## src/rtl/fifo_pkg.sv

```systemverilog
// Shared definitions for the parametrised synchronous FIFO: default sizes,
// pointer/level width helpers, the level type and the error-pulse bundle.
package fifo_pkg;

   localparam int DEF_WIDTH = 32;
   localparam int DEF_DEPTH = 16;

   // Pointer width: enough bits to address DEPTH entries (at least one bit).
   function automatic int fifo_ptr_w(input int depth);
      return (depth < 2) ? 1 : $clog2(depth);
   endfunction

   // Level width: one extra bit so the value DEPTH is representable.
   function automatic int fifo_lvl_w(input int depth);
      return fifo_ptr_w(depth) + 1;
   endfunction

   typedef logic [fifo_lvl_w(DEF_DEPTH)-1:0] level_t;

   typedef struct packed {
      logic ovf;
      logic udf;
   } err_pulse_t;

endpackage

```

## src/rtl/fifo_mem_dp.sv

```systemverilog
// Simple dual-port register array with a registered read port. Kept as its own
// block so it can later be swapped for an SRAM macro. Storage is not reset;
// only the read data register is.
module fifo_mem_dp #(
   parameter int WIDTH = 32,
   parameter int DEPTH = 16,
   parameter int AW    = 4
) (
   input  logic             clk,
   input  logic             rst_n,
   input  logic             we,
   input  logic [AW-1:0]    waddr,
   input  logic [WIDTH-1:0] wdata,
   input  logic             re,
   input  logic [AW-1:0]    raddr,
   output logic [WIDTH-1:0] rdata
);

   logic [WIDTH-1:0] mem [DEPTH];

   // Write port: store on accepted write.
   always_ff @(posedge clk) begin
      if (we) mem[waddr] <= wdata;
   end

   // Read port: capture the addressed word, hold otherwise. A same-cycle write
   // to the read address is not forwarded; the old word is returned.
   always_ff @(posedge clk or negedge rst_n) begin
      if (!rst_n)  rdata <= '0;
      else if (re) rdata <= mem[raddr];
   end

endmodule

```

## src/rtl/sync_fifo_param.sv

```systemverilog
// Parametrised synchronous FIFO. Flags are decoded from the registered level
// so they track it in the same cycle. Flush has priority over read/write.
// Optional build macro SYNC_FIFO_ERR_STICKY_EN adds err_clr and the sticky
// ovf_sticky/udf_sticky error bits.
module sync_fifo_param
   import fifo_pkg::*;
#(
   parameter  int WIDTH     = DEF_WIDTH,
   parameter  int DEPTH     = DEF_DEPTH,
   parameter  int AF_THRESH = DEPTH - 2,
   parameter  int AE_THRESH = 2,
   localparam int AW        = fifo_ptr_w(DEPTH)
) (
   input  logic             clk,
   input  logic             rst_n,
   input  logic             flush,
   input  logic             wr_en,
   input  logic [WIDTH-1:0] din,
   input  logic             rd_en,
   output logic [WIDTH-1:0] dout,
   output logic             dout_valid,
   output logic             full,
   output logic             empty,
   output logic             almost_full,
   output logic             almost_empty,
   output logic [AW:0]      level,
   output logic             overflow,
   output logic             underflow
`ifdef SYNC_FIFO_ERR_STICKY_EN
   ,
   input  logic             err_clr,
   output logic             ovf_sticky,
   output logic             udf_sticky
`endif
);

   // Reject non power-of-two depths and unreachable almost-full thresholds.
   if ((DEPTH < 2) || ((DEPTH & (DEPTH - 1)) != 0) || (AF_THRESH > DEPTH)
       || (WIDTH < 1)) begin : g_bad_params
      $fatal(1, "sync_fifo_param: illegal parameters");
   end

   localparam int          AE_CLIP  = (AE_THRESH > DEPTH) ? DEPTH : AE_THRESH;
   localparam logic [AW:0] LVL_FULL = (AW+1)'(DEPTH);
   localparam logic [AW:0] LVL_AF   = (AW+1)'(AF_THRESH);
   localparam logic [AW:0] LVL_AE   = (AW+1)'(AE_CLIP);
   localparam logic [AW:0] LVL_ONE  = (AW+1)'(1);
   localparam logic [AW-1:0] PTR_ONE = AW'(1);

   logic [AW-1:0] wr_ptr, rd_ptr;
   logic [AW:0]   level_q;
   logic          rd_acc, wr_acc;
   logic          dv_q;
   err_pulse_t    err_q, err_nxt;

   assign empty        = (level_q == '0);
   assign full         = (level_q == LVL_FULL);
   assign almost_full  = (level_q >= LVL_AF);
   assign almost_empty = (level_q <= LVL_AE);
   assign level        = level_q;

   // A full FIFO still takes a write when a read frees a slot in the same cycle.
   assign rd_acc = rd_en & ~empty & ~flush;
   assign wr_acc = wr_en & ~flush & (~full | rd_acc);

   assign err_nxt.ovf = wr_en & ~flush & ~wr_acc;
   assign err_nxt.udf = rd_en & ~flush & ~rd_acc;

   // Pointer and occupancy tracking; flush rewinds everything.
   always_ff @(posedge clk or negedge rst_n) begin
      if (!rst_n) begin
         wr_ptr  <= '0;
         rd_ptr  <= '0;
         level_q <= '0;
      end else if (flush) begin
         wr_ptr  <= '0;
         rd_ptr  <= '0;
         level_q <= '0;
      end else begin
         if (wr_acc) wr_ptr <= wr_ptr + PTR_ONE;
         if (rd_acc) rd_ptr <= rd_ptr + PTR_ONE;
         case ({wr_acc, rd_acc})
            2'b10:   level_q <= level_q + LVL_ONE;
            2'b01:   level_q <= level_q - LVL_ONE;
            default: level_q <= level_q;
         endcase
      end
   end

   // One-cycle status pulses: read-data valid and rejected requests.
   always_ff @(posedge clk or negedge rst_n) begin
      if (!rst_n) begin
         dv_q  <= 1'b0;
         err_q <= '0;
      end else begin
         dv_q  <= rd_acc;
         err_q <= err_nxt;
      end
   end

   assign dout_valid = dv_q;
   assign overflow   = err_q.ovf;
   assign underflow  = err_q.udf;

   fifo_mem_dp #(
      .WIDTH (WIDTH),
      .DEPTH (DEPTH),
      .AW    (AW)
   ) u_mem (
      .clk   (clk),
      .rst_n (rst_n),
      .we    (wr_acc),
      .waddr (wr_ptr),
      .wdata (din),
      .re    (rd_acc),
      .raddr (rd_ptr),
      .rdata (dout)
   );

`ifdef SYNC_FIFO_ERR_STICKY_EN
   // Sticky error capture; rises with the pulse, a new error beats err_clr,
   // and flush leaves it alone.
   always_ff @(posedge clk or negedge rst_n) begin
      if (!rst_n) begin
         ovf_sticky <= 1'b0;
         udf_sticky <= 1'b0;
      end else begin
         ovf_sticky <= err_nxt.ovf | (ovf_sticky & ~err_clr);
         udf_sticky <= err_nxt.udf | (udf_sticky & ~err_clr);
      end
   end
`endif

endmodule

```

## config.mk

```make
export PLATFORM = sky130hd
export DESIGN_NAME = sync_fifo_param
export DESIGN_NICKNAME = d
export VERILOG_FILES = /design/src/rtl/fifo_pkg.sv /design/src/rtl/fifo_mem_dp.sv /design/src/rtl/sync_fifo_param.sv
export SDC_FILE = /design/constraint.sdc
export NUM_CORES = 1
export LEC_CHECK = 0
export CELL_PAD_IN_SITES_DETAIL_PLACEMENT = 0
export CELL_PAD_IN_SITES_GLOBAL_PLACEMENT = 1
export CORE_MARGIN = 1
export CORE_UTILIZATION = 35
export CTS_CLUSTER_SIZE = 16
export DETAILED_ROUTE_END_ITERATION = 12
export PLACE_DENSITY_LB_ADDON = 0.12
export SYNTH_ARGS = -nofsm -noshare
export SYNTH_HDL_FRONTEND = slang
export SYNTH_HIERARCHICAL = 1
export SYNTH_SLANG_ARGS = --single-unit
```

## constraint.sdc

```tcl
create_clock -name clk -period 11.6 [get_ports clk]
set_input_delay 1.16 -clock clk [delete_from_list [all_inputs] [get_ports clk]]
set_output_delay 1.16 -clock clk [all_outputs]
set_load 0.005 [all_outputs]
```

Word level (Yosys, flattened, before mapping)
Memory sizes are Yosys's and may differ from the RTL's. A register that Yosys moved wholly into a read port is not among the register bits.
Index checks and enable logic that the tools add are counted.
Widths: inputs -> output; s select.
- bits in registers: 16
- bits in latches: 0
- RAM bits: 512
- ROM bits: 0
- input port bits: 37
- output and inout bits: 44
- word-level logic and storage cells: 42
- memories: 1
- $add $sub $neg: 4
- $mul: 0
- div/mod/pow operators: 0
- $lt $le $gt $ge: 2
- equality and inequality tests: 3
- shift operators: 0
- multiplexer cells: 8
- bitwise operators: 13
- reduce and logical (&&, ||, !) cells: 5
- memory list (name ; depth ; bits a word ; read ports ; clocked after memory_dff ; write ports ; RTL line ; RTL):
    u_mem.mem ; 16 ; 32 ; 1 ; 1 ; 1 ; fifo_mem_dp.sv:19 ; logic [WIDTH-1:0] mem [DEPTH];
- operator list (operator ; number):
    $mux 4 ; 4
    $pmux 5 s2 ; 1
    $add 4x1->4 const B ; 2
    $and 1x1->1 ; 7
    $add 5x1->5 const B ; 1
    $eq 5x5->1 const B ; 1
    $ge 5x4->1 const B ; 1
    $le 5x2->1 const B ; 1
    $logic_not 5->1 ; 1
    $mux 5 ; 1
    $not 1->1 ; 5
    $sub 5x1->5 const B ; 1
    $reduce_bool 2->1 ; 2
    $reduce_bool 3->1 ; 1
    $eq 2x1->1 const B ; 1
    $eq 2x2->1 const B ; 1
    $mux 1 ; 2
    $logic_not 1->1 ; 1
    $or 1x1->1 ; 1

Depth between registers and ports, before layout
- word-level depth: 9
- mapped depth: 10

Cells and area by module
The synthesis kept the hierarchy.
- by module, submodules not included (module ; times used ; cells an instance ; area an instance (um^2)):
    fifo_mem_dp ; 1 ; 876 ; 20788.7
    sync_fifo_param ; 1 ; 99 ; 1029.7

Worst setup path before layout
Ideal clock, no wire load.
- path kind: input to register
- from: input wr_en
- to: memory u_mem.mem[0][0], enable pin
- library setup time: 0.461 ns
- data arrival time: 4.317 ns
- required time: 11.139 ns
- setup slack: 6.822 ns
- cell stages on the path: 6
- path buffers: 1
- cell sequence: buf_6 -> nand2b_1 -> o21bai_4 -> inv_1 -> or3b_2 -> nor3_1
- cells in the longest elaborated chain, start to end: 4
- ends and longest elaborated chain (item ; RTL line ; RTL):
    from (decl) ; sync_fifo_param.sv:17 ; input logic wr_en,
    $and 1x1->1 (2 in a row) ; sync_fifo_param.sv:64 ; assign wr_acc = wr_en & ~flush & (~full | rd_acc);
    via wr_acc ; sync_fifo_param.sv:52 ; logic rd_acc, wr_acc;
    $mux 1 ; fifo_mem_dp.sv:23 ; if (we) mem[waddr] <= wdata;
    $mux 1 (not written as such) ; fifo_mem_dp.sv:23 ;
    to (decl) ; fifo_mem_dp.sv:19 ;
The timed path passes the listed nets, and every way through them passes these cells.

Worst setup path in the final report
- from: input flush
- to: memory u_mem.mem[1][0], enable pin
- cells in the longest elaborated chain, start to end: 6
- elaborated cells between the ends (all ways): 7
- classes of those cells: mux: 2; bitwise: 5
- ends and longest elaborated chain (item ; RTL line ; RTL):
    from (decl) ; sync_fifo_param.sv:16 ; input logic flush,
    $not 1->1 (*) ; sync_fifo_param.sv:63, sync_fifo_param.sv:64 ;
    $and 1x1->1 ; sync_fifo_param.sv:63 ; assign rd_acc = rd_en & ~empty & ~flush;
    $or 1x1->1 ; sync_fifo_param.sv:64 ;
    $and 1x1->1 (*) ; sync_fifo_param.sv:64 ;
    via wr_acc ; sync_fifo_param.sv:52 ;
    $mux 1 (*) ; fifo_mem_dp.sv:23 ;
    $mux 1 (not written as such) (*) ; fifo_mem_dp.sv:23 ;
Mark *: on every way through the listed nets, which the timed path passes. The rest lies on a longest branch.

==> flow_summary.yaml <==
pwr:
  power_uw: 5040
  power.static_leakage_uw: 0.00787
  worst_ir_drop_vdd_mv: 0.135
  power_per_unit_of_standard_cell_area_mw_per_mm2: 198
sta:
  period_needed_ns: 3.92
  setup_tns_ns: 0
  rsz0062_at_grt: "false"
  slew_of_the_pin_with_the_lowest_slew_margin_ns: 1.21
  timing.final.crit_share_pct: 33.8
  fmaxAchievable_ghz: 0.255
  fin_worst_skew_ns: 0.0226
  report.final.setup_viol: 0
  final_max_slew_viol_count: 0
  timing_hold_violations_final: 0
  worst_max_slew_margin_expressed_relative_to_the_limit_pct: 19.3
synth:
  synthXorXnorAreaFrac_pct: 0.161
  netlist.top_cell.by_area: "sky130_fd_sc_hd__edfxtp_1"
  synth-edff-count: 512
  post_synth_inst_count: 975
  post-synth-top-count-cell: "sky130_fd_sc_hd__edfxtp_1"
  postSynth.topFlopCell: "sky130_fd_sc_hd__edfxtp_1"
  synth_compound_gate_area_share_pct: 3.95
  synth-seq-area-share_pct: 76.0
  synth_cell_type_count: 55
  synthesis.yosys.warnings: 6
  netlist_top_cells_area: "sky130_fd_sc_hd__edfxtp_1, sky130_fd_sc_hd__mux4_2, sky130_fd_sc_hd__dfrtp_1"
  synth_top_family_by_area: "multiplexers"
  syn-mean-instance-area_um2: 22.4
  synth-async-reset-ratio_pct: 8.57
  ys_top_cells_by_count: "sky130_fd_sc_hd__edfxtp_1, sky130_fd_sc_hd__mux4_2, sky130_fd_sc_hd__nor2_1, sky130_fd_sc_hd__dfrtp_1, sky130_fd_sc_hd__mux2i_1"
  yosys.area_share.adder_pct: 0.378
  synth_nets: 1018
  synth.mux.area_fraction_pct: 15.1
  synth-simple-area-share_pct: 2.04
  yosys.area.top_type_share_pct: 70.5
  synth-seq-cells: 560
  mappedNetlistArea_mm2: 0.0218
drt:
  drc: 0
  drt_first_iter_violations: 600
  drtPass1Iterations: 4
  vias_per_cell: 5.09
  routed_wire_length_per_instance_um: 25.3
  num_vias: 10060
  finalWirelength_um: 50000
  final_antenna_net_count: 0
die:
  chipHeight_um: 252
  fp.dieW_um: 252
  std_cell_rows: 91
  core_area_mm2: 0.0616
  total_die_area_mm2: 0.0633
  initial_utilization_pct: 35.4
  boundaryPins: 81
final_layout:
  diodes: 0
  final_nets: 1133
  flow.area_growth_from_synthesis_pct: 16.5
  drive_above_1_share_pct: 25.6
run:
  drv.max_cap_violation_count: 0
worst_setup_path:
  worstPathRequired_ns: 11.87
  critical_path.endpoint_type: "flip-flop"
  critical_path_peak_fanout: 17
  cp_slowest_cell: "sky130_fd_sc_hd__clkdlybuf4s50_1"
  worst_ep_arrival_time_ns: 4.19
  stage_delay_of_the_slowest_cell_on_the_critical_path_ns: 0.75
  critical_path_class: "input pin to flip-flop"
  setup.worst_path.start_class: "input pin"
  path_cells: "clkdlybuf4s50_1, nand2b_1, o21bai_4, inv_1, or3b_2, nor2_4, buf_4"
cts:
  tritoncts: "done"
  cts.htree.levels: 2
  insertion_delay_ns: 0.61
  cts-hold-fix-buffers: 0
  clock-root-buffer: "sky130_fd_sc_hd__clkbuf_16"
  cts.repair.resized: 0
  cts_max_path_buffers: 3
  cts-buffers-inserted: 60
  cts_num_sinks: 560
  worst_setup_hold_path_clk_slew_ns: 0.06
  cts_post_setup_buffers_inserted: 0
global_routing:
  grtUsageTotal_pct: 16.2
  globalRouteOverflowTotal: 0
  grt_antenna_before_repair: 1
  first_global_vias: 10777
  grt_max_degree: 104
  wire_length_of_the_first_global_routing_pass_um: 74300
hold_path:
  holdCritPathClass: "flip-flop to flip-flop"
placed_design:
  portBuffers: 80
  globalplace.congestion: 0.691
  dp_hpwl_um: 27100
status:
  run_status: "finished clean"
==> logic make-up (layout without fill, tap and decap cells) <==
kind of cell               Yosys count  after routing
xor gates and xnor gates             4              4
buffers and inverters               62            225
adders and majority gates            6              6
DFF                                560            560
AOI/OAI and AO/OA                   84             84
and+or+nand+nor                     93             93
muxes                              166            166
==> layout by cell type, fill, tap and decap left out, drive strengths merged, types with 15 or more instances in the layout <==
cell type	synthesis	routed
clkinv	0	15
clkdlybuf4s50	0	79
clkbuf	13	88
nor2	54	54
o22ai	32	32
mux4	128	128
edfxtp	512	512
mux2i	35	35
dfrtp	48	48
a221oi	32	32
buf	37	28
==> cell type report <==
class,instances,area [um2]
multi-input combinational,353,4850
fill,5481,36200
tap,837,1050
clock buffer,88,1670
inverter,8,30.0
sequential,560,16600
timing repair buffer,107,1010
clock inverter,22,228
==> through the flow <==
stage                     instances  util [%]  worst slack (ns)  hold WS, ns  instance area, um2
final                          1975      41.3              7.68        0.562               25400
after global routing           1975      41.3              7.53        0.596               25400
after CTS                      1975      41.3              7.64        0.565               25400
after detailed placement       1865      38.2              6.96        0.556               23500
after global placement         1865      38.2              7.04        0.548               23500
after floorplan                 975         -              6.82        0.544               21800
==> registers in the layout, indices dropped and copies added, names as in the netlist <==
register	cells
u_mem/mem	512
u_mem/rdata	32
level	5
rd_ptr	4
wr_ptr	4
dout_valid	1
overflow	1
underflow	1
==> worst paths after layout <==
| kind | end | depth (start not counted) | slack (ns) | start |
|---|---|---|---|---|
| worst max-delay path | u_mem/mem[1][0]$_DFFE_PP_ | 7 | 7.68 | flush |
| worst min-delay path | u_mem/rdata[31]$_DFFE_PN0P_ | 2 | 0.56 | u_mem/rdata[31]$_DFFE_PN0P_ |
| worst max register to register | u_mem/rdata[0]$_DFFE_PN0P_ | 5 | 8.13 | rd_ptr[0]$_DFFE_PN0P_ |
| worst min register to register | u_mem/rdata[31]$_DFFE_PN0P_ | 2 | 0.56 | u_mem/rdata[31]$_DFFE_PN0P_ |
| max in group asynchronous | rd_ptr[3]$_DFFE_PN0P_ | 1 | 10.33 | rst_n |
| min in group asynchronous | rd_ptr[2]$_DFFE_PN0P_ | 1 | 0.66 | rst_n |
==> routing by layer <==
| layer | vias to the layer above | global-route usage, % | share of wire [%] |
|---|---|---|---|
| met3 | 68 | 2.56 | 3.4 |
| met5 | - | 0 | 0.026 |
| met1 | 5450 | 22.1 | 45 |
| met4 | 2 | 4.18 | 1.7 |
| li1 | 4358 | - | - |
| met2 | 182 | 26.9 | 50 |
==> where the power goes <==
part	switching, uW	leakage, uW	internal (uW)	total (uW)
registers	99.1	0.00517	2290	2390
logic	385	0.00179	414	798
clock network	751	0.000914	1100	1850
total	1230	0.00787	3800	5040
==> critical path, delay by kind of cell <==
kind            cells  cell delay (ns)
buf+inv             3             1.29
compound gates      1             0.22
simple gates        3             1.49
(Power assumes the default switching activity.)
